===== config.mk =====
export PLATFORM = sky130hd
export DESIGN_NAME = muldiv_unit
export DESIGN_NICKNAME = d
export VERILOG_FILES = /design/src/rtl/muldiv_unit.sv
export SDC_FILE = /design/constraint.sdc
export NUM_CORES = 1
export LEC_CHECK = 0
export CELL_PAD_IN_SITES_DETAIL_PLACEMENT = 1
export CELL_PAD_IN_SITES_GLOBAL_PLACEMENT = 1
export CORE_MARGIN = 4
export CORE_UTILIZATION = 30
export DETAILED_ROUTE_END_ITERATION = 16
export GPL_TIMING_DRIVEN = 0
export PLACE_DENSITY_LB_ADDON = 0.1
export SYNTH_ARGS = -nofsm -noshare
export SYNTH_HDL_FRONTEND = slang
export SYNTH_SLANG_ARGS = --single-unit

===== constraint.sdc =====
create_clock -name clk -period 3.1 [get_ports clk]
set_clock_uncertainty 0.15 [all_clocks]
set_input_delay 0.93 -clock clk [delete_from_list [all_inputs] [get_ports clk]]
set_output_delay 0.93 -clock clk [all_outputs]
set_load 0.01 [all_outputs]

===== src/rtl/muldiv_unit.sv =====
// Iterative RV32M multiply/divide unit: radix-2 shift-add multiply, restoring divide, sign fix in a final cycle.
// Define MULDIV_DIV_EN to build the divider and accept codes 0x0E-0x11; otherwise only multiplies are supported.
module muldiv_unit #(
    parameter int XLEN = 32
) (
    input  logic            clk,
    input  logic            rst_n,
    input  logic            start_i,
    input  logic [4:0]      arith_control_i,
    input  logic [XLEN-1:0] operand_a_i,
    input  logic [XLEN-1:0] operand_b_i,
    input  logic            flush_i,
    output logic            busy_o,
    output logic            done_o,
    output logic [XLEN-1:0] result_o,
    output logic            illegal_o
);

    localparam int CW = $clog2(XLEN + 1);

    localparam logic [4:0] OP_MUL    = 5'h0A;
    localparam logic [4:0] OP_MULH   = 5'h0B;
    localparam logic [4:0] OP_MULHSU = 5'h0C;
    localparam logic [4:0] OP_MULHU  = 5'h0D;
`ifdef MULDIV_DIV_EN
    localparam logic [4:0] OP_DIV    = 5'h0E;
    localparam logic [4:0] OP_DIVU   = 5'h0F;
    localparam logic [4:0] OP_REM    = 5'h10;
    localparam logic [4:0] OP_REMU   = 5'h11;
`endif

    typedef enum logic [1:0] {
        S_IDLE = 2'd0,
        S_CALC = 2'd1,
        S_FIX  = 2'd2
    } state_t;

    state_t          state_q, state_d;
    logic [CW-1:0]   cnt_q, cnt_d;
    logic [XLEN-1:0] hi_q, hi_d;
    logic [XLEN-1:0] lo_q, lo_d;
    logic [XLEN-1:0] mcand_q, mcand_d;
    logic            neg_q, neg_d;
    logic            hi_sel_q, hi_sel_d;
    logic [XLEN-1:0] result_q, result_d;
    logic            illegal_q, illegal_d;

    logic            op_ok, op_hi, a_sgn, b_sgn, sa, sb, neg_start;
    logic [XLEN-1:0] abs_a, abs_b;

    logic [XLEN:0]     mul_sum;
    logic [XLEN-1:0]   mul_hi_nx, mul_lo_nx;
    logic [2*XLEN-1:0] prod_fix;
    logic [XLEN-1:0]   mul_res, fix_res;

`ifdef MULDIV_DIV_EN
    logic            op_div, op_rem, b_zero;
    logic            div_q, div_d, rem_sel_q, rem_sel_d;
    logic [XLEN:0]   div_shift, div_trial;
    logic            div_qbit;
    logic [XLEN-1:0] div_hi_nx, div_lo_nx, div_raw, div_res;
`endif

    // Operation decode: support, result half, and operand signedness.
    always_comb begin
        op_ok = 1'b0;
        op_hi = 1'b0;
        a_sgn = 1'b0;
        b_sgn = 1'b0;
`ifdef MULDIV_DIV_EN
        op_div = 1'b0;
        op_rem = 1'b0;
`endif
        case (arith_control_i)
            OP_MUL:    begin op_ok = 1'b1; a_sgn = 1'b1; b_sgn = 1'b1; end
            OP_MULH:   begin op_ok = 1'b1; op_hi = 1'b1; a_sgn = 1'b1; b_sgn = 1'b1; end
            OP_MULHSU: begin op_ok = 1'b1; op_hi = 1'b1; a_sgn = 1'b1; end
            OP_MULHU:  begin op_ok = 1'b1; op_hi = 1'b1; end
`ifdef MULDIV_DIV_EN
            OP_DIV:    begin op_ok = 1'b1; op_div = 1'b1; a_sgn = 1'b1; b_sgn = 1'b1; end
            OP_DIVU:   begin op_ok = 1'b1; op_div = 1'b1; end
            OP_REM:    begin op_ok = 1'b1; op_div = 1'b1; op_rem = 1'b1; a_sgn = 1'b1; b_sgn = 1'b1; end
            OP_REMU:   begin op_ok = 1'b1; op_div = 1'b1; op_rem = 1'b1; end
`endif
            default:   op_ok = 1'b0;
        endcase

        sa        = a_sgn & operand_a_i[XLEN-1];
        sb        = b_sgn & operand_b_i[XLEN-1];
        abs_a     = sa ? -operand_a_i : operand_a_i;
        abs_b     = sb ? -operand_b_i : operand_b_i;
        neg_start = sa ^ sb;
`ifdef MULDIV_DIV_EN
        // Divide-by-zero must yield all ones, so the quotient is never negated then.
        b_zero = (operand_b_i == '0);
        if (op_rem)
            neg_start = sa;
        else if (op_div)
            neg_start = (sa ^ sb) & ~b_zero;
`endif
    end

    // Datapath steps and final sign correction.
    always_comb begin
        mul_sum   = {1'b0, hi_q} + (lo_q[0] ? {1'b0, mcand_q} : '0);
        mul_hi_nx = mul_sum[XLEN:1];
        mul_lo_nx = {mul_sum[0], lo_q[XLEN-1:1]};

        prod_fix = neg_q ? -{hi_q, lo_q} : {hi_q, lo_q};
        mul_res  = hi_sel_q ? prod_fix[2*XLEN-1:XLEN] : prod_fix[XLEN-1:0];
        fix_res  = mul_res;

`ifdef MULDIV_DIV_EN
        // A set top bit means the partial remainder already exceeds any divisor.
        div_shift = {hi_q, lo_q[XLEN-1]};
        div_trial = div_shift - {1'b0, mcand_q};
        div_qbit  = div_shift[XLEN] | ~div_trial[XLEN];
        div_hi_nx = div_qbit ? div_trial[XLEN-1:0] : div_shift[XLEN-1:0];
        div_lo_nx = {lo_q[XLEN-2:0], div_qbit};

        div_raw = rem_sel_q ? hi_q : lo_q;
        div_res = neg_q ? -div_raw : div_raw;
        if (div_q)
            fix_res = div_res;
`endif
    end

    always_comb begin
        state_d   = state_q;
        cnt_d     = cnt_q;
        hi_d      = hi_q;
        lo_d      = lo_q;
        mcand_d   = mcand_q;
        neg_d     = neg_q;
        hi_sel_d  = hi_sel_q;
        result_d  = result_q;
        illegal_d = 1'b0;
        done_o    = 1'b0;
`ifdef MULDIV_DIV_EN
        div_d     = div_q;
        rem_sel_d = rem_sel_q;
`endif
        case (state_q)
            S_IDLE: begin
                if (start_i && !flush_i) begin
                    if (op_ok) begin
                        state_d  = S_CALC;
                        cnt_d    = CW'(XLEN);
                        hi_d     = '0;
                        lo_d     = abs_a;
                        mcand_d  = abs_b;
                        neg_d    = neg_start;
                        hi_sel_d = op_hi;
`ifdef MULDIV_DIV_EN
                        div_d     = op_div;
                        rem_sel_d = op_rem;
`endif
                    end else begin
                        illegal_d = 1'b1;
                    end
                end
            end
            S_CALC: begin
                if (flush_i) begin
                    state_d = S_IDLE;
                end else begin
`ifdef MULDIV_DIV_EN
                    if (div_q) begin
                        hi_d = div_hi_nx;
                        lo_d = div_lo_nx;
                    end else
`endif
                    begin
                        hi_d = mul_hi_nx;
                        lo_d = mul_lo_nx;
                    end
                    cnt_d = cnt_q - CW'(1);
                    if (cnt_q == CW'(1))
                        state_d = S_FIX;
                end
            end
            S_FIX: begin
                state_d = S_IDLE;
                if (!flush_i) begin
                    done_o   = 1'b1;
                    result_d = fix_res;
                end
            end
            default: state_d = S_IDLE;
        endcase
    end

    assign busy_o    = (state_q != S_IDLE);
    // The corrected value is visible in the done cycle itself; result_q holds it afterwards.
    assign result_o  = done_o ? fix_res : result_q;
    assign illegal_o = illegal_q;

    always_ff @(posedge clk or negedge rst_n) begin
        if (!rst_n) begin
            state_q   <= S_IDLE;
            cnt_q     <= '0;
            hi_q      <= '0;
            lo_q      <= '0;
            mcand_q   <= '0;
            neg_q     <= 1'b0;
            hi_sel_q  <= 1'b0;
            result_q  <= '0;
            illegal_q <= 1'b0;
`ifdef MULDIV_DIV_EN
            div_q     <= 1'b0;
            rem_sel_q <= 1'b0;
`endif
        end else begin
            state_q   <= state_d;
            cnt_q     <= cnt_d;
            hi_q      <= hi_d;
            lo_q      <= lo_d;
            mcand_q   <= mcand_d;
            neg_q     <= neg_d;
            hi_sel_q  <= hi_sel_d;
            result_q  <= result_d;
            illegal_q <= illegal_d;
`ifdef MULDIV_DIV_EN
            div_q     <= div_d;
            rem_sel_q <= rem_sel_d;
`endif
        end
    end

endmodule

==> flow_summary.ini, run 1 <==
[outcome]
status = complete, but fails checks
failed_checks = setup timing

[worst_setup_path]
crit_top_cell = buf_4
crit_required_ns = 2.02
crit_path_end_kind = output pin
critPathTopFamily = simple AND/OR/NAND/NOR gates
worstRegToRegCells = 11
worstSetupPathDepth = 11
cp_cell_sequence = nor4_4 -> buf_4 -> buf_4 -> and4_4 -> nand4_1 -> buf_6 -> o31ai_4 -> xnor2_2 -> mux2i_2 -> o21ai_2 -> buf_2
crit_fanout = 5
critPathMaxStageDelay_ns = 0.44
path_class = reg -> out
slowest_stage = dfrtp_2
critPathLaunchType = register
critPathArrivalTime_ns = 3.16
crit_buf_inv = 4

[synthesis]
yosysTopAreaCell = dfrtp_1
ys_ff_latch = 139
yosys_most_used_dff = dfrtp_1
synth_enable_flop_cells = 0
synth_warnings = 0
netlist_instances = 1327
yosysUniqueCellTypes = 79
synthTopCellsByCount = 175 x nand2_1, 143 x o21ai_0, 139 x dfrtp_1
syn_avg_cell_area_um2 = 8.10
ys_async_sr_fraction_pct = 100
synth_area_mm2 = 0.0108
synth_nets = 1438
synth_top_area_share_pct = 32.4
synth_area_leaders = dfrtp_1 32%, o21ai_0 6.7%, nand2_1 6.1%
yosysMostFrequentCell = nand2_1
ys_seq_area_share_pct = 32.4

[drt]
drc = 0
drt-initial-drc-count = 727
drt_first_pass_iters = 5
vias = 11351
via_per_inst = 5.57
wl_per_cell_um = 23.2
ant_nets = 0
drt_wl_total_um = 47300

[timing]
rsz0062_at_grt = true
slew_viol_final = 0
setup_viol = 33
post-route-period-util_pct = 137
setup_slack_ns = -1.14
finalHoldViolations = 0
fmax_mhz = 236
slew-limit-headroom_pct = 41.7
min_period_ns = 4.24
worstMarginPinSlew_ns = 0.875

[clock_network]
cts.clk_slew.worst_paths_ns = 0.06
root_buffer = clkbuf_16
cts_tree = yes
clock-sinks = 139
h-tree-depth = 4
clockBufferDepth = 2
cts-buffers-inserted = 17
clock_latency_ns = 0.46

[power]
powerDensity_mw_per_mm2 = 907
ir_drop_mv = 0.406
leakage_nw = 6.45
total_power_mw = 14.0

[die]
initial_core_util_pct = 30.3
dieWidth_um = 197
rows = 69
core_area_mm2 = 0.0355
die_y_um = 197
dieArea_mm2 = 0.0389
pin_count = 108

[run]
cap_violations = 0

[final_layout]
post_route_cells_drive_above_1_share_pct = 29.4
fin_nets = 1674
fillers = 4115
area_growth_pct = 43.9
antenna_cells = 0
fin_util_pct = 43.6
design_area_mm2 = 0.0155
final-instance-count-excl-fill = 2037

[global_route]
grt_usage_pct = 23.8
grt-ovfl-total = 0
antenna_found_initial = 0
grt_max_degree = 90
grt_pass1_wl_um = 71200
grt_pass1_vias = 11633

[placement]
gp_congestion = 0.894
portBuffers = 107
post_dp_cell_area_mm2 = 0.0126
placed_cells = 1896
dp_hpwl_um = 34600

[worst_hold_path]
hold_class = in -> async
## registers in the layout (all words and copies together) (netlist names)
register	cells
cnt_q	6
hi_q	32
hi_sel_q	1
illegal_o	1
lo_q	32
mcand_q	32
neg_q	1
result_q	32
state_q	2
## layer usage
layer  vias to the layer above  routed length (µm)  global-route usage (%)  share of wire, %
met5                         -                   0                       0                 0
met4                         0                1400                    8.89               3.0
met3                        82                2070                    4.16               4.4
met2                       286               21100                    35.6                45
met1                      5676               22700                    34.3                48
li1                       5307                   -                       -                 -
## power breakdown
group          internal, mW  total, mW  switching, mW
Clock                  1.23       2.17          0.939
Combinational          3.40       8.19           4.79
Sequential             2.51       3.66           1.16
## through the flow
step	TNS (ns)	hold WS, ns	setup WS [ns]
after global placement	-845.34	0.302	-5.77
final	-30.67	0.271	-1.14
after floorplan	-3.06	0.281	-0.300
after CTS	-32.74	0.287	-1.17
after detailed placement	-128.40	0.308	-2.10
after global routing	-33.87	0.311	-1.22
## area by class of cell
type                    instances  area [µm²]  area share [%]
multi-input cells            1091        8350            54.0
flip-flops and latches        139        3510            22.7
repair buffers                227        2000            12.9
well taps                     461         577            3.73
clock buffers                  19         443            2.86
plain buffers                  61         329            2.13
clock inverters                13         156            1.01
inverters                      26         103           0.663
## path summary, 6_finish.rpt
kind,startpoint,end,slack [ns]
max,lo_q[5],result_o[0],-1.14
max reg2reg,lo_q[0],hi_q[23],-0.06
max in group asynchronous,rst_n,mcand_q[20],1.65
min in group clk,result_q[9],result_q[9],0.32
min,rst_n,result_q[18],0.27
min reg2reg,result_q[9],result_q[9],0.32
## kinds of logic after synthesis
family,share of synthesized area (%)
multiplexers,3.07
AND/OR/NAND/NOR,23.7
AO/OA/AOI/OAI,22.8
flip-flops,32.4
adder cells (fa/ha/maj),4.49
XOR/XNOR,10.0
buffers and inverters,3.56
## placed cells by master, fill, tap and decap left out, types with 12 or more instances in the layout
master	instances
clkbuf_1	27
o31ai_1	23
nand2_1	168
clkdlybuf4s50_1	66
buf_2	33
or3_1	19
clkbuf_2	17
and2_1	31
o21ai_2	25
nand4_1	13
dfrtp_2	22
mux2i_1	27
nand2b_1	12
a21o_1	16
nor3_1	19
ha_1	20
o211ai_1	14
a21oi_1	62
nor3_4	13
a22oi_1	12
buf_6	36
clkbuf_16	18
buf_4	90
xor2_1	48
o21ai_1	15
inv_1	22
nor2_1	72
xnor2_1	59
o21ai_0	115
dfrtp_1	117
nand3_1	27
## repair_timing
item | 4_1_cts | 5_1_grt
buffers inserted | 72 | 55
cloned | 1 | 0
hold buffers | 0 | 0
pin swaps | 83 | 89
resized for setup | 360 | 169
endpoints found under the setup margin | 100 | 115
## worst register-to-register path, cell delays in order (launching register included)
cell and delay [ns]:
dfrtp_2 0.42, buf_6 0.14, buf_2 0.16, and2_1 0.17, ha_1 0.38, a21oi_4 0.22, o211ai_1 0.13, o21a_1 0.22
a211oi_4 0.30, a21oi_4 0.11, or3_1 0.38, a32o_2 0.27
Note: power is estimated with default switching activity, not from simulation.
==> run 2, diff against run 1 <==
--- a/config.mk
+++ b/config.mk
@@ -11,7 +11,7 @@
 export CORE_UTILIZATION = 30
 export DETAILED_ROUTE_END_ITERATION = 16
 export GPL_TIMING_DRIVEN = 0
-export PLACE_DENSITY_LB_ADDON = 0.1
+export PLACE_DENSITY = 0.58
 export SYNTH_ARGS = -nofsm -noshare
 export SYNTH_HDL_FRONTEND = slang
 export SYNTH_SLANG_ARGS = --single-unit
==> flow_summary.ini, run 2 (synthesis gave the netlist of run 1 again) <==
[outcome]
status = complete, but fails checks
failed_checks = setup timing

[die]
core_area_mm2 = 0.0355
die_y_um = 197
pin_count = 108
initial_core_util_pct = 30.3
rows = 69
dieArea_mm2 = 0.0389
dieWidth_um = 197

[clock_network]
cts-buffers-inserted = 17
cts_tree = yes
clockBufferDepth = 2
root_buffer = clkbuf_16
cts.clk_slew.worst_paths_ns = 0.06
h-tree-depth = 4
clock_latency_ns = 0.45
clock-sinks = 139

[final_layout]
regArea_mm2 = 0.00350
post_route_cells_drive_above_1_share_pct = 28.0
final_common_cell = nand2_1
final-instance-count-excl-fill = 2045
fin_nets = 1682
multi_input_area_mm2 = 0.00816
layout_common_cells = 168 x nand2_1, 123 x dfrtp_1, 118 x o21ai_0
antenna_cells = 0
area_growth_pct = 42.8
fillers = 4135

[drt]
drt-initial-drc-count = 702
via_per_inst = 5.59
drt_wl_total_um = 47300
drt_first_pass_iters = 5
vias = 11424
ant_nets = 0
wl_per_cell_um = 23.1
drc = 0

[worst_setup_path]
crit_fanout = 4
crit_path_end_kind = output pin
critPathArrivalTime_ns = 3.30
cp-startpoint = lo_q[27]
crit_required_ns = 2.02
reg2reg_from = lo_q[0]
path_class = reg -> out
reg2reg_slack_ns = -0.13
critPathLaunchType = register

[timing]
fmax_mhz = 228
slew-limit-headroom_pct = 30.5
rsz0062_at_grt = true
min_period_ns = 4.38
setup_viol = 34
slew_viol_final = 0
setup_slack_ns = -1.28
holdWs_ns = 0.283
post-route-period-util_pct = 141
finalHoldViolations = 0
worstMarginPinSlew_ns = 1.04

[power]
powerDensity_mw_per_mm2 = 900
leakage_nw = 6.46
ir_drop_mv = 0.427

[placement]
dp_hpwl_um = 34400
pre_cts_slack_ns = -2.05
portBuffers = 107
gp_congestion = 0.864
placed_cells = 1897

[global_route]
antenna_found_initial = 0
grt_pass1_wl_um = 71400
grt_pass1_vias = 11827
grt-ovfl-total = 0
grt_max_degree = 49
grt_usage_pct = 23.7

[run]
cap_violations = 0

[worst_hold_path]
hold_class = in -> async
## run 2: changes by cell type in the layout (fill, tap and decap cells not counted), moves of 4 or more
cell and change:
inv_6 -4, nand3_1 +4, dlymetal6s2s_1 -4, dfrtp_2 -6, dfrtp_1 +6, clkinv_2 +4, ha_1 +4, buf_6 -5
buf_2 +5, buf_4 +7, clkdlybuf4s50_1 +5
## run 2: power breakdown
part	switching, mW	internal [mW]
registers	1.04	2.50
logic	4.70	3.33
clock network	0.875	1.37
total	6.61	7.20
## run 2: routing by layer
metal / track usage [%] / wire (µm) / share of wire [%]
met1: 31.9 / 21300 / 45
met2: 39.2 / 22300 / 47
met3: 3.82 / 2500 / 5.3
met4: 7.34 / 1260 / 2.7
met5: 0 / 0 / 0
## run 2: through the flow
stage	setup TNS, ns	cell area, µm²	power (mW)	utilization [%]
global placement	-887.12	12500	9.52	35.3
detailed placement	-131.63	12600	9.63	35.5
finish	-32.34	15300	13.8	43.3
CTS	-33.89	14700	13.1	41.3
floorplan	-3.06	10900	7.28	-
global route	-36.23	15300	14.7	43.3
## run 2: repair_timing
action,in CTS,in global routing
endpoints found under the setup margin,115,132
endpoints found under the hold margin,0,0
gates cloned,1,0
pin swaps,73,76
resized for setup,349,124
hold buffers,0,0
setup buffers,80,47
## run 2: area by class of cell
type	count	area share (%)
buffer	62	2.19
clock buffer	22	3.22
clock inverter	10	0.880
inverter	26	0.669
multi-input combinational	1091	53.2
sequential	139	22.8
tap	461	3.76
timing repair buffer	234	13.3
## run 2: worst max-delay path, cell delays in order (launching register included)
cell and delay (ns):
dfrtp_2 0.44, or3_4 0.43, nor4_2 0.33, nand3_1 0.23
or2_4 0.31, buf_6 0.13, nor3b_1 0.13, o21ai_0 0.38
o211ai_1 0.17, buf_4 0.19, buf_6 0.12
## run 2: path summary, 6_finish.rpt
kind / endpoint / cells after the start
max: result_o[30] / 10
min: result_q[20] / 1
max reg2reg: hi_q[23] / 13
min reg2reg: mcand_q[31] / 2
max in group asynchronous: mcand_q[1] / 3
min in group clk: mcand_q[31] / 2
